## src/rtl/uart_pkg.sv

```systemverilog
// Shared constants and types for the UART receiver slice.
package uart_pkg;

    localparam logic [1:0] PAR_NONE = 2'd0;
    localparam logic [1:0] PAR_EVEN = 2'd1;
    localparam logic [1:0] PAR_ODD  = 2'd2;

    typedef enum logic [2:0] {
        ST_IDLE,
        ST_START,
        ST_DATA,
        ST_PARITY,
        ST_STOP
    } rx_state_t;

endpackage

```

## src/rtl/uart_rx_fifo_if.sv

```systemverilog
// Receive-side character stream: head-of-FIFO data and flags with valid/ready pop.
interface uart_rx_fifo_if #(
    parameter int DATA_W = 8
);
    logic [DATA_W-1:0] rx_data_o;
    logic              rx_perr_o;
    logic              rx_ferr_o;
    logic              rx_valid_o;
    logic              rx_ready_i;

    modport master (output rx_data_o, rx_perr_o, rx_ferr_o, rx_valid_o, input rx_ready_i);
    modport slave  (input rx_data_o, rx_perr_o, rx_ferr_o, rx_valid_o, output rx_ready_i);
endinterface

```

## src/rtl/uart_rx_fifo_sync_fifo.sv

```systemverilog
// Single-clock first-word-fall-through FIFO; read data is zero while empty.
module sync_fifo #(
    parameter int WIDTH = 10,
    parameter int DEPTH = 8
) (
    input  logic                     i_clk,
    input  logic                     i_rst,
    input  logic                     i_push,
    input  logic [WIDTH-1:0]         i_wdata,
    input  logic                     i_pop,
    output logic [WIDTH-1:0]         o_rdata,
    output logic                     o_full,
    output logic                     o_empty,
    output logic [$clog2(DEPTH):0]   o_count
);
    localparam int AW = $clog2(DEPTH);

    logic [WIDTH-1:0] r_mem [DEPTH];
    logic [AW-1:0]    r_wr;
    logic [AW-1:0]    r_rd;
    logic [AW:0]      r_cnt;
    logic             w_push;
    logic             w_pop;

    assign o_full  = (r_cnt == (AW+1)'(DEPTH));
    assign o_empty = (r_cnt == '0);
    assign o_count = r_cnt;
    assign o_rdata = o_empty ? '0 : r_mem[r_rd];

    // A simultaneous pop frees the slot, so a push into a full FIFO is still taken.
    assign w_pop  = i_pop && !o_empty;
    assign w_push = i_push && (!o_full || w_pop);

    always_ff @(posedge i_clk) begin
        if (w_push) r_mem[r_wr] <= i_wdata;
    end

    always_ff @(posedge i_clk) begin
        if (i_rst) begin
            r_wr  <= '0;
            r_rd  <= '0;
            r_cnt <= '0;
        end else begin
            if (w_push) r_wr <= r_wr + 1'b1;
            if (w_pop)  r_rd <= r_rd + 1'b1;
            r_cnt <= r_cnt + {{AW{1'b0}}, w_push} - {{AW{1'b0}}, w_pop};
        end
    end
endmodule

```

## src/rtl/uart_rx_fifo.sv

```systemverilog
// UART receiver: synchroniser, mid-bit sampling FSM with runtime divisor and
// parity, feeding a tagged character FIFO with sticky overrun.
module uart_rx_fifo
    import uart_pkg::*;
#(
    parameter int DATA_W     = 8,
    parameter int DIV_W      = 16,
    parameter int FIFO_DEPTH = 8
) (
    input  logic             wb_clk_i,
    input  logic             wb_rst_i,
    input  logic             rx_i,
    input  logic [DIV_W-1:0] cfg_div,
    input  logic [1:0]       cfg_parity,
    input  logic             cfg_en,
    output logic             overrun_o,
    input  logic             clr_overrun_i,
    output logic             busy_o,
    uart_rx_fifo_if.master   bus
);
    localparam int CW = $clog2(FIFO_DEPTH) + 1;

    logic [1:0]        r_sync;
    logic              r_rx_prev;
    rx_state_t         r_state;
    logic [DIV_W-1:0]  r_cnt;
    logic [DATA_W-1:0] r_shift;
    logic [3:0]        r_bit_idx;
    logic              r_perr;
    logic              r_overrun;

    logic              w_rx;
    logic              w_expire;
    logic              w_par_en;
    logic              w_push;
    logic              w_pop;
    logic              w_full;
    logic              w_empty;
    logic [DATA_W+1:0] w_wdata;
    logic [DATA_W+1:0] w_rdata;
    logic [CW-1:0]     w_count;

    assign w_rx     = r_sync[1];
    // <=1 rather than ==1 so a zero count left by an illegal divisor cannot stall.
    assign w_expire = (r_cnt <= DIV_W'(1));
    assign w_par_en = (cfg_parity == PAR_EVEN) || (cfg_parity == PAR_ODD);
    assign w_push   = (r_state == ST_STOP) && w_expire && cfg_en;
    assign w_wdata  = {~w_rx, r_perr, r_shift};
    assign w_pop    = bus.rx_ready_i && !w_empty;
    assign busy_o   = (r_state != ST_IDLE);

    always_ff @(posedge wb_clk_i) begin
        if (wb_rst_i) begin
            r_sync    <= 2'b11;
            r_rx_prev <= 1'b1;
            r_state   <= ST_IDLE;
            r_cnt     <= '0;
            r_shift   <= '0;
            r_bit_idx <= '0;
            r_perr    <= 1'b0;
        end else begin
            r_sync    <= {r_sync[0], rx_i};
            r_rx_prev <= w_rx;
            if (!cfg_en) begin
                r_state <= ST_IDLE;
            end else begin
                case (r_state)
                    // Arming needs a high-to-low edge, so a line held low after a
                    // break stays quiet until it has returned high.
                    ST_IDLE: if (r_rx_prev && !w_rx) begin
                        r_cnt   <= cfg_div >> 1;
                        r_state <= ST_START;
                    end
                    ST_START: if (!w_expire) r_cnt <= r_cnt - 1'b1;
                    else if (w_rx) r_state <= ST_IDLE;
                    else begin
                        r_cnt     <= cfg_div;
                        r_bit_idx <= '0;
                        r_perr    <= 1'b0;
                        r_state   <= ST_DATA;
                    end
                    ST_DATA: if (!w_expire) r_cnt <= r_cnt - 1'b1;
                    else begin
                        r_cnt     <= cfg_div;
                        r_shift   <= {w_rx, r_shift[DATA_W-1:1]};
                        r_bit_idx <= r_bit_idx + 1'b1;
                        if (r_bit_idx == 4'(DATA_W - 1))
                            r_state <= w_par_en ? ST_PARITY : ST_STOP;
                    end
                    ST_PARITY: if (!w_expire) r_cnt <= r_cnt - 1'b1;
                    else begin
                        r_cnt   <= cfg_div;
                        r_perr  <= ((^r_shift) ^ w_rx) != (cfg_parity == PAR_ODD);
                        r_state <= ST_STOP;
                    end
                    ST_STOP: if (!w_expire) r_cnt <= r_cnt - 1'b1;
                    else r_state <= ST_IDLE;
                    default: r_state <= ST_IDLE;
                endcase
            end
        end
    end

    sync_fifo #(
        .WIDTH (DATA_W + 2),
        .DEPTH (FIFO_DEPTH)
    ) u_fifo (
        .i_clk   (wb_clk_i),
        .i_rst   (wb_rst_i),
        .i_push  (w_push),
        .i_wdata (w_wdata),
        .i_pop   (w_pop),
        .o_rdata (w_rdata),
        .o_full  (w_full),
        .o_empty (w_empty),
        .o_count (w_count)
    );

    assign bus.rx_valid_o = (w_count != '0);
    assign {bus.rx_ferr_o, bus.rx_perr_o, bus.rx_data_o} = w_rdata;

    always_ff @(posedge wb_clk_i) begin
        if (wb_rst_i)                         r_overrun <= 1'b0;
        else if (w_push && w_full && !w_pop)  r_overrun <= 1'b1;
        else if (clr_overrun_i)               r_overrun <= 1'b0;
    end

    assign overrun_o = r_overrun;
endmodule

```

## src/flat_wrapper.sv

```systemverilog
// flat-port wrapper written by rule: the top's interface ports become plain ports
module uart_rx_fifo_flat import uart_pkg::*;
#(
    parameter int DATA_W     = 8,
    parameter int DIV_W      = 16,
    parameter int FIFO_DEPTH = 8
)
  (wb_clk_i, wb_rst_i, rx_i, cfg_div, cfg_parity, cfg_en, overrun_o, clr_overrun_i, busy_o, bus_rx_data_o, bus_rx_perr_o, bus_rx_ferr_o, bus_rx_valid_o, bus_rx_ready_i);
  uart_rx_fifo_if #(.DATA_W(DATA_W)) bus_i ();
  input  logic wb_clk_i;
  input  logic wb_rst_i;
  input  logic rx_i;
  input  logic [DIV_W-1:0] cfg_div;
  input  logic [1:0] cfg_parity;
  input  logic cfg_en;
  output logic overrun_o;
  input  logic clr_overrun_i;
  output logic busy_o;
  output wire logic [$bits(bus_i.rx_data_o)-1:0] bus_rx_data_o;
  output wire logic [$bits(bus_i.rx_perr_o)-1:0] bus_rx_perr_o;
  output wire logic [$bits(bus_i.rx_ferr_o)-1:0] bus_rx_ferr_o;
  output wire logic [$bits(bus_i.rx_valid_o)-1:0] bus_rx_valid_o;
  input wire logic [$bits(bus_i.rx_ready_i)-1:0] bus_rx_ready_i;
  assign bus_rx_data_o = bus_i.rx_data_o;
  assign bus_rx_perr_o = bus_i.rx_perr_o;
  assign bus_rx_ferr_o = bus_i.rx_ferr_o;
  assign bus_rx_valid_o = bus_i.rx_valid_o;
  assign bus_i.rx_ready_i = bus_rx_ready_i;
  uart_rx_fifo #(.DATA_W(DATA_W), .DIV_W(DIV_W), .FIFO_DEPTH(FIFO_DEPTH)) u_core (.wb_clk_i(wb_clk_i), .wb_rst_i(wb_rst_i), .rx_i(rx_i), .cfg_div(cfg_div), .cfg_parity(cfg_parity), .cfg_en(cfg_en), .overrun_o(overrun_o), .clr_overrun_i(clr_overrun_i), .busy_o(busy_o), .bus(bus_i));
endmodule
```

## config.mk

```make
export PLATFORM = sky130hd
export DESIGN_NAME = uart_rx_fifo_flat
export DESIGN_NICKNAME = d
export VERILOG_FILES = /design/src/rtl/uart_pkg.sv /design/src/rtl/uart_rx_fifo_if.sv /design/src/rtl/uart_rx_fifo_sync_fifo.sv /design/src/rtl/uart_rx_fifo.sv /design/src/flat_wrapper.sv
export SDC_FILE = /design/constraint.sdc
export NUM_CORES = 1
export LEC_CHECK = 0
export ABC_AREA = 0
export CAP_MARGIN = 20
export CORE_MARGIN = 4
export CORE_UTILIZATION = 60
export CTS_CLUSTER_SIZE = 20
export DETAILED_ROUTE_END_ITERATION = 16
export PLACE_DENSITY = 0.9
export SYNTH_ARGS = -nofsm -noshare
export SYNTH_HDL_FRONTEND = slang
export SYNTH_HIERARCHICAL = 1
export SYNTH_SLANG_ARGS = --single-unit
```

## constraint.sdc

```tcl
create_clock -name wb_clk_i -period 4 [get_ports wb_clk_i]
set_clock_uncertainty 0.05 [all_clocks]
set_input_delay 0.6 -clock wb_clk_i [delete_from_list [all_inputs] [get_ports wb_clk_i]]
set_output_delay 0.6 -clock wb_clk_i [all_outputs]
set_load 0.1 [all_outputs]
```

==> results.ini <==
[clocking]
clk_pin_slew_ns=0.07
cts_sinks=129
cts-root-buf=clkbuf_8
cts_hold_buf=0
tritoncts=built
clock_latency_ns=0.52
post-cts-setup-buffers=0
clockBufferDepth=2
cts_buffers=17
cts_resized=0
htreeDepth=4

[critical_path]
r2r_slack_ns=0.74
arrival_ns=2.77
cp_slowest_cell=nor2_1
slowest_delay_ns=0.71
r2r_start=u_core/r_cnt[6]
required_ns=3.35
path_cells=inv_1 -> ha_1 -> or3b_1 -> inv_1 -> nor2_1 -> a22o_1 -> buf_4
worstSetupEndpointType=output pin
worstSetupStartpoint=u_core/u_fifo/o_count[2]
cp_max_fo=10
criticalPathCategory=flip-flop to output pin
worstSetupPathDepth=7
r2r_end=u_core/u_fifo/o_count[2]
critPathCapture=bus_rx_data_o[7]
path_buf_inv=3
path_delay_family=simple AND/OR/NAND/NOR gates
rr_worst_depth=11
startpoint_type=flip-flop
crit_top_cell=inv_1

[route]
routed_wl_um=15200
drt-met1-wl_um=5970
drcViolationCount=0
vias_per_cell=6.40
num_vias=4773
top_layer_used=met4
dr.pass1.iters=5
wire_per_inst_um=20.4
met3_length_um=1170
antenna_left=0
drtIter0Drc=416
dr_wl_met2_um=7930

[timing]
finalCriticalPeriod_ns=3.42
final_max_slew_viol_count=0
grt_setup_unrepaired=false
maxSlewHeadroom=0.308
fin_hold_ws_ns=0.361
finalCritPeriodShare=0.856
tns_ns=0
finalHoldViolations=0
fmax_mhz=292
finalSetupViolCount=0
worst_pin_slew_ns=1.04

[global_route]
grt_pass1_vias=4745
grt_max_degree=56
grt-ovfl-total=0
gr-usage-all-layers=0.254
grt_pass1_wl_um=24600
antenna_found_initial=0

[layout]
final_nets=634
layout-drive-gt1-share=0.189
final_core_util=0.717
final_cell_mix=80 x edfxtp_1, 49 x dfxtp_1, 47 x nor2_1
mostFrequentLayoutCell=edfxtp_1
antennaDiodeCount=0
syn2layout_area_growth_pct=16.7
nFillCells=651
finalInstanceArea_mm2=0.00740

[synthesis]
synthTopCellsByArea=edfxtp_1 38%, dfxtp_1 15%, mux4_2 7.1%
ys_warn_count=6
syn_nets=593
synth_cell_types=70
synth-edff-count=80
synth_ff_type=edfxtp_1
syn_inst=556
async_reset_ff_frac=0
post_synth.cell_area_avg_um2=11.4
ys_ff_latch=129
synth_area_mm2=0.00635
yosysTopAreaCell=edfxtp_1
ys_seq_area_frac=0.533
yosysTopAreaCellShare=0.379

[die]
die_height_um=111
ios=37
num_rows=37
start_util=0.615
core-area_mm2=0.0103
fp.dieArea_mm2=0.0123
die_x_um=111

[placement]
placed_area_mm2=0.00683
numPortBuffers=36
gp_congestion=0.957
dp.final_hpwl_um=9690

[status]
status=finished, final reports clean

[power]
p_leak_nw=2.64
cellPowerDensity_mw_per_mm2=612
vdd_drop_max_mv=0.824

[worst_hold_path]
hold_path_class=flip-flop to flip-flop

[job]
maxCapViolations=0

per-stage QoR:
stage / power (W) / setup slack, ns / instances
6_report: 0.00453 / 0.577 / 746
5_1_grt: 0.00473 / 0.399 / 746
4_1_cts: 0.00455 / 0.546 / 745
3_5_place_dp: 0.00308 / 0.899 / 713
3_3_place_gp: 0.00304 / 0.982 / 713
2_1_floorplan: 0.00275 / 0.816 / 556
logic make-up after synthesis:
logic type / count (synthesis) / share of synthesized area
flops: 129 / 0.533
buf+inv: 56 / 0.0382
simple gates: 194 / 0.158
xor+xnor: 19 / 0.0262
mux: 26 / 0.0818
fa+ha+maj: 13 / 0.0268
compound gates: 119 / 0.136
Yosys cell counts (4+ instances only):
| master | instances |
|---|---|
| mux4_2 | 20 |
| nor4_1 | 9 |
| clkbuf_1 | 23 |
| nand4_1 | 8 |
| and3_1 | 4 |
| ha_1 | 12 |
| or2_2 | 5 |
| xnor2_1 | 12 |
| o211ai_1 | 8 |
| nand3_1 | 13 |
| a211oi_2 | 4 |
| a21oi_1 | 34 |
| nand2b_1 | 11 |
| nor2b_1 | 7 |
| nand2_1 | 45 |
| nor2_1 | 47 |
| a22o_1 | 10 |
| edfxtp_1 | 80 |
| dfxtp_1 | 49 |
| buf_2 | 7 |
| inv_1 | 23 |
| xor2_1 | 7 |
| a31oi_1 | 8 |
| or4_1 | 4 |
| a211oi_1 | 9 |
| o22ai_1 | 5 |
| o21ai_0 | 14 |
| nor3_1 | 19 |
worst reg2reg max path, stage by stage, from the launching register on:
cell and delay, ns:
dfxtp_1 0.35, or4_4 0.59, nor4_1 0.37, nand4_1 0.24, nor2_1 0.42, o21ai_4 0.16
inv_2 0.13, ha_1 0.18, inv_1 0.05, fa_1 0.37, xor2_1 0.16, nor2_1 0.05
report_power, final:
part	internal (W)	switching (W)	total, W	leakage, nW
clock	0.000804	0.000668	0.00147	0.277
combinational	0.000481	0.00110	0.00158	1.22
sequential	0.00143	0.0000437	0.00148	1.15
how the worst min path moves through the flow:
stage                     cells past startpoint  slack [ns]              from               end
after floorplan                               1        0.34  u_core/r_sync[0]  u_core/r_sync[1]
after global placement                        1        0.34  u_core/r_sync[0]  u_core/r_sync[1]
after detailed placement                      1        0.35  u_core/r_sync[0]  u_core/r_sync[1]
after CTS                                     1        0.36  u_core/r_sync[0]  u_core/r_sync[1]
after global routing                          1        0.38  u_core/r_sync[0]  u_core/r_sync[1]
final                                         1        0.36  u_core/r_sync[0]  u_core/r_sync[1]
final cells by class:
class                      count  area, um2  area share
inverter                      24       90.1      0.0122
tap                          136        170      0.0230
timing repair buffer          54        460      0.0622
clock buffer                  17        414      0.0559
multi-input combinational    371       2730       0.368
sequential                   129       3380       0.457
clock inverter                15        159      0.0215
sequential cells by signal (all words and copies together), names as in the netlist, named ones only:
register               flops
u_core/r_bit_idx           4
u_core/r_cnt              16
u_core/overrun_o           1
u_core/u_fifo/r_mem       80
u_core/r_rx_prev           1
u_core/r_shift             8
u_core/u_fifo/o_count      4
u_core/r_state             3
u_core/u_fifo/r_rd         3
u_core/r_perr              1
u_core/r_sync              2
u_core/u_fifo/r_wr         3
layer usage:
| metal | vias up | global-route usage |
|---|---|---|
| met5 | - | 0 |
| met4 | 0 | 0.0599 |
| met3 | 22 | 0.0600 |
| met2 | 252 | 0.447 |
| met1 | 2311 | 0.316 |
| li1 | 2188 | - |
Power figures use the tool's default switching activity.
